<file path="src/rtl/mem_arbiter.sv">
// Two-port round-robin arbiter in front of a single-port, fixed-latency memory.
// Port 0 is the multicycle CPU, port 1 the loader/debug port. Each access runs
// IDLE -> BUSY (LAT cycles) -> DONE (one-cycle done pulse) -> IDLE.
// LAT must be 1 or more; a value of 0 has no meaningful memory cycle.
module mem_arbiter #(
   parameter int unsigned AW  = 5,
   parameter int unsigned DW  = 8,
   parameter int unsigned LAT = 2
) (
   input  logic          clk,
   input  logic          rst,
   input  logic          req0,
   input  logic          req1,
   input  logic          we0,
   input  logic          we1,
   input  logic [AW-1:0] addr0,
   input  logic [AW-1:0] addr1,
   input  logic [DW-1:0] wdata0,
   input  logic [DW-1:0] wdata1,
   output logic [DW-1:0] rdata0,
   output logic [DW-1:0] rdata1,
   output logic          done0,
   output logic          done1,
   output logic [AW-1:0] mem_addr,
   output logic [DW-1:0] mem_wdata,
   output logic          mem_re,
   output logic          mem_we,
   input  logic [DW-1:0] mem_rdata,
   output logic          owner,
   output logic          busy
);

   localparam int unsigned   CW       = (LAT > 1) ? $clog2(LAT) : 1;
   localparam logic [CW-1:0] CNT_INIT = CW'(LAT - 1);

   typedef enum logic [1:0] {
      StIdle,
      StBusy,
      StDone
   } state_t;

   state_t        state;
   logic [CW-1:0] cnt;
   logic          last;
   logic          we_l;

   logic          any_req;
   logic          grant1;
   logic          sel_we;
   logic [AW-1:0] sel_addr;
   logic [DW-1:0] sel_wdata;

   // Round-robin pick: on a tie the port not served last wins.
   always_comb begin
      any_req   = req0 | req1;
      grant1    = req1 & (~req0 | ~last);
      sel_we    = grant1 ? we1    : we0;
      sel_addr  = grant1 ? addr1  : addr0;
      sel_wdata = grant1 ? wdata1 : wdata0;
   end

   // Access sequencer; every output is a register updated here.
   // mem_addr/mem_wdata double as the latched address/data of the access.
   always_ff @(posedge clk or negedge rst) begin
      if (!rst) begin
         state     <= StIdle;
         cnt       <= '0;
         last      <= 1'b1;
         we_l      <= 1'b0;
         owner     <= 1'b0;
         busy      <= 1'b0;
         done0     <= 1'b0;
         done1     <= 1'b0;
         mem_re    <= 1'b0;
         mem_we    <= 1'b0;
         mem_addr  <= '0;
         mem_wdata <= '0;
         rdata0    <= '0;
         rdata1    <= '0;
      end else begin
         unique case (state)
            StIdle: begin
               if (any_req) begin
                  state     <= StBusy;
                  busy      <= 1'b1;
                  owner     <= grant1;
                  cnt       <= CNT_INIT;
                  we_l      <= sel_we;
                  mem_addr  <= sel_addr;
                  mem_wdata <= sel_wdata;
                  mem_re    <= ~sel_we;
                  mem_we    <= sel_we;
               end
            end
            StBusy: begin
               // Writes strobe only in the first BUSY cycle.
               mem_we <= 1'b0;
               if (cnt == '0) begin
                  if (!we_l) begin
                     if (owner) begin
                        rdata1 <= mem_rdata;
                     end else begin
                        rdata0 <= mem_rdata;
                     end
                  end
                  last   <= owner;
                  mem_re <= 1'b0;
                  done0  <= ~owner;
                  done1  <= owner;
                  state  <= StDone;
               end else begin
                  cnt <= cnt - 1'b1;
               end
            end
            StDone: begin
               // Requests are ignored here; a held req re-arbitrates in IDLE.
               done0 <= 1'b0;
               done1 <= 1'b0;
               busy  <= 1'b0;
               state <= StIdle;
            end
            default: begin
               state <= StIdle;
            end
         endcase
      end
   end

endmodule

</file>
<file path="config.mk">
export PLATFORM = sky130hd
export DESIGN_NAME = mem_arbiter
export DESIGN_NICKNAME = d
export VERILOG_FILES = /design/src/rtl/mem_arbiter.sv
export SDC_FILE = /design/constraint.sdc
export NUM_CORES = 1
export LEC_CHECK = 0
export BUFFER_PORTS_ARGS = -buffer_cell sky130_fd_sc_hd__buf_2
export CAP_MARGIN = 20
export CORE_ASPECT_RATIO = 0.9
export CORE_MARGIN = 10
export CORE_UTILIZATION = 50
export DETAILED_ROUTE_END_ITERATION = 10
export PLACE_DENSITY_LB_ADDON = 0.2
export SLEW_MARGIN = 20
export SYNTH_ARGS = -nofsm -noshare
export SYNTH_HDL_FRONTEND = slang
export SYNTH_SLANG_ARGS = --single-unit
</file>
<file path="constraint.sdc">
create_clock -name clk -period 2.93 [get_ports clk]
set_clock_uncertainty 0.2 [all_clocks]
set_input_delay 0 -clock clk [delete_from_list [all_inputs] [get_ports clk]]
set_output_delay 0 -clock clk [all_outputs]
set_load 0.1 [all_outputs]
</file>
# Word level (Yosys, flattened, before mapping)
# Index checks and enable logic that the tools add are counted.
[classes]
n_addsub = 1
n_eq_ne = 4
mux = 19
n_bitwise = 9
n_reduce_logical = 13
[ops]
columns = ["op", "n"]
rows = [
  ["$pmux 1 s2", 6],
  ["$reduce_and 2->1", 6],
  ["$mux 1", 8],
  ["$mux 8", 1],
  ["$reduce_and 4->1", 2],
  ["$not 1->1", 6],
  ["$reduce_bool 2->1", 3],
  ["$mux 5", 1],
  ["$mux 2", 2],
  ["$ne 2x2->1 const B", 2],
  ["$pmux 2 s2", 1],
  ["$reduce_and 3->1", 1],
  ["$eq 2x1->1 const B", 1],
  ["$eq 2x2->1 const B", 1],
  ["$logic_not 2->1", 1],
  ["$or 1x1->1", 2],
  ["$and 1x1->1", 1],
  ["$sub 1x1->1 const B", 1],
]
[word_totals]
ff_bits = 40
inputBits = 40
output_inout_bits = 35
word_cells = 60

# Longest topological paths before layout
[logic_depth]
depth_word = 7
depth_mapped = 5
mapped_depth_nobuf = 3

# Worst setup path after synthesis
# OpenSTA, ideal clock, no wires.
[synth_path]
kind = "register to register"
start = "reg owner"
end = "reg rdata0[0]"
setup_time_ns = 0.125
t_arrival_ns = 1.715
t_required_ns = 2.605
setup_slack_ns = 0.890
stages_incl_launch_ff = 5
path_buffers = 1
synth_period_minus_slack_ns = 2.040
cell_sequence = "dfrtp_1 inv_1 and3_1 buf_4 mux2_2"
[synth_via]
elab_chain_len = 2
[synth_rtl]
columns = ["item", "line", "text"]
rows = [
  ["start: declaration", "29", "output logic owner,"],
  ["start signal: assignment", "86", "owner <= grant1;"],
  ["$not 1->1 (no source line)", "-", ""],
  ["$reduce_and 4->1 (no source line)", "-", ""],
  ["end signal: assignment", "103", "rdata0 <= mem_rdata;"],
  ["end: declaration", "20", "output logic [DW-1:0] rdata0,"],
]
# No other way between the ends.
# A chain may end at the register's enable or synchronous reset.

# Worst setup path after layout
[layout_path]
start = "reg last"
end = "reg mem_wdata[2]"
[layout_via]
elab_chain_len = 4
[layout_rtl]
columns = ["item", "line", "text"]
rows = [
  ["start: declaration", "44", "logic last;"],
  ["start signal: assignment", "106", "last <= owner;"],
  ["$not 1->1", "56", "grant1 = req1 & (~req0 | ~last);"],
  ["$or 1x1->1", "56", ""],
  ["$and 1x1->1", "56", ""],
  ["$mux 8", "59", "sel_wdata = grant1 ? wdata1 : wdata0;"],
  ["end signal: assignment", "90", "mem_wdata <= sel_wdata;"],
  ["end: declaration", "25", "output logic [DW-1:0] mem_wdata,"],
]
# No other way between the ends.

==> flow_summary.toml <==
[place]
port_buffers = 74
dp_hpwl_mm = 3.30
dpl_cell_area_mm2 = 0.00221
gp_congestion = 0.780

[timing]
tns_ns = 0
relSlewSlack_pct = 42.3
tightest_slew_ns = 0.866
period_share_pct = 90.6
fmax_ghz = 0.377
rsz0062_at_grt = "false"
setup_viol = 0
fin_crit_ns = 2.65
final-max-slew-violation-count = 0
whs_ns = 0.173
hold_viol = 0

[critical_path]
rrSetupSlack_ns = 0.28
arrival_ns = 2.62
worstPathRequired_ns = 2.90
critPathMaxFanout = 15
worstSetupPathType = "reg2reg"
cp-end-kind = "register"
start_kind = "register"

[logic_synthesis]
yosys-top-cells-count = "39 x dfrtp_1, 27 x mux2_2, 16 x mux2_4"
synth.avg_cell_area_um2 = 15.2
ys_types = 23
syn_area_mm2 = 0.00183
async_flop_share_pct = 100
syn_inst = 120
synth_top_area_share_pct = 53.4
synth-main-ff-cell = "dfrtp_1"
ys_ff_latch = 40
synth.most_common_cell = "dfrtp_1"
synthTopCellsByArea = "dfrtp_1 53%, mux2_2 17%, mux2_4 13%"
synth_edf_count = 0
synth-seq-area-share_pct = 54.8
yosys.area.top_type = "dfrtp_1"
yosys_warnings = 0
synth.net_count = 160

[die]
io_pins = 75
fp.dieArea_mm2 = 0.00648
start_util_pct = 53.0
rows = 20
die_x_um = 83.8
core_mm2 = 0.00345
die_y_um = 77.4

[route]
vias_per_cell = 4.91
wl_per_cell_um = 17.5
finalWirelength_mm = 4.92
drt-pass1-iter-count = 4
routed-via-count = 1381
drtIter0Drc = 70
ant_nets = 0
drc = 0

[cts]
ctsResizeCount = 0
cts-root-buf = "clkbuf_8"
htreeDepth = 2
cts.sinks = 40
clk_latency_ns = 0.28
cts_buffers = 5
post_cts_buffers = 0
cts.clk_slew.worst_paths_ns = 0.07
cts_tree = "yes"
cts_buffer_depth = 2

[global_route]
track_usage_pct = 15.6
grt_pass1_wl_mm = 8.35
grt_pass1_vias = 1607
grt_start_max_net_pins = 41
antenna_found_initial = 0
overflow = 0

[final_layout]
post-route-cell-area_mm2 = 0.00269
fin_nets = 277
fillers = 213
multi_input_area_um2 = 752
drive_gt1_share_pct = 54.4
area_growth_pct = 46.9
antenna_cells_inserted = 0
register_area_mm2 = 0.00100

[status]
status = "complete, no violations"

[hold_path]
holdCritPathClass = "in2async"

[run]
cap_violations = 0
[metal layers]
layer / part of all wire [%] / routed length, um / track usage, % / vias to the layer above
met3: 5.3 / 260 / 4.38 / 6
met4: 1.0 / 49 / 4.01 / 0
met2: 53 / 2590 / 28.0 / 40
met5: 0 / 0 / 0 / -
met1: 41 / 2020 / 17.7 / 679
li1: - / - / - / 656
[flip-flops by register name, indices dropped and copies added, names as in the netlist]
register	count
busy	1
cnt	1
done0	1
done1	1
last	1
mem_addr	5
mem_re	1
mem_wdata	8
mem_we	1
owner	1
rdata0	8
rdata1	8
state	2
we_l	1
[cells in the final DEF, fill, tap and decap left out, drive strengths merged, types with 2 or more instances in the layout]
cell type | netlist | layout
clkbuf | 0 | 6
o31ai | 2 | 2
inv | 4 | 4
dfrtp | 39 | 39
dlygate4sd3 | 0 | 40
nand2b | 3 | 3
mux2i | 4 | 4
mux2 | 43 | 43
nor2 | 2 | 2
buf | 6 | 76
a22o | 3 | 3
nand2 | 3 | 3
[metrics by stage]
step	setup slack (ns)	std cells	utilization, %
final	0.276	281	77.8
after global placement	0.902	234	64.0
after global routing	0.168	281	77.8
after floorplan	0.890	120	-
after CTS	0.269	281	77.8
after detailed placement	0.824	234	64.0
[worst max-delay path, stage by stage, from the launching register on]
cell           delay, ns
dfstp_2             0.53
a21bo_1             0.59
mux2_2              0.41
dlygate4sd3_1       0.55
mux2_2              0.26
[what timing repair did]
action	in CTS	in global routing
hold buffers	40	0
hold endpoints to repair	72	0
endpoints found under the setup margin	0	0
[cell type report]
| cell class | count | area share [%] |
|---|---|---|
| Sequential cell | 40 | 37.3 |
| Timing Repair Buffer | 116 | 29.2 |
| Multi-Input combinational cell | 70 | 28.0 |
| Clock buffer | 6 | 2.70 |
| Tap cell | 44 | 2.05 |
| Inverter | 4 | 0.559 |
| Clock inverter | 1 | 0.186 |
[final timing paths]
check | from | to | cells past startpoint
worst min-delay path | rst | mem_wdata[6] | 2
min in group clk | rdata1[7] | rdata1[7] | 1
worst min register to register | rdata1[7] | rdata1[7] | 1
worst max register to register | last | mem_wdata[2] | 4
max in group asynchronous | rst | done0 | 2
worst max-delay path | last | mem_wdata[2] | 4
[logic make-up (layout without fill, tap and decap cells)]
logic type,Yosys count,in the layout,share of synthesized area [%]
buf+inv,10,127,4.10
mux,47,47,31.9
simple gates,13,13,4.93
compound gates,10,10,4.24
flops,40,40,54.8
Power is left out: the tool's default activity adds up to more than one toggle a clock period on the data nets, which glitch-free logic cannot reach.
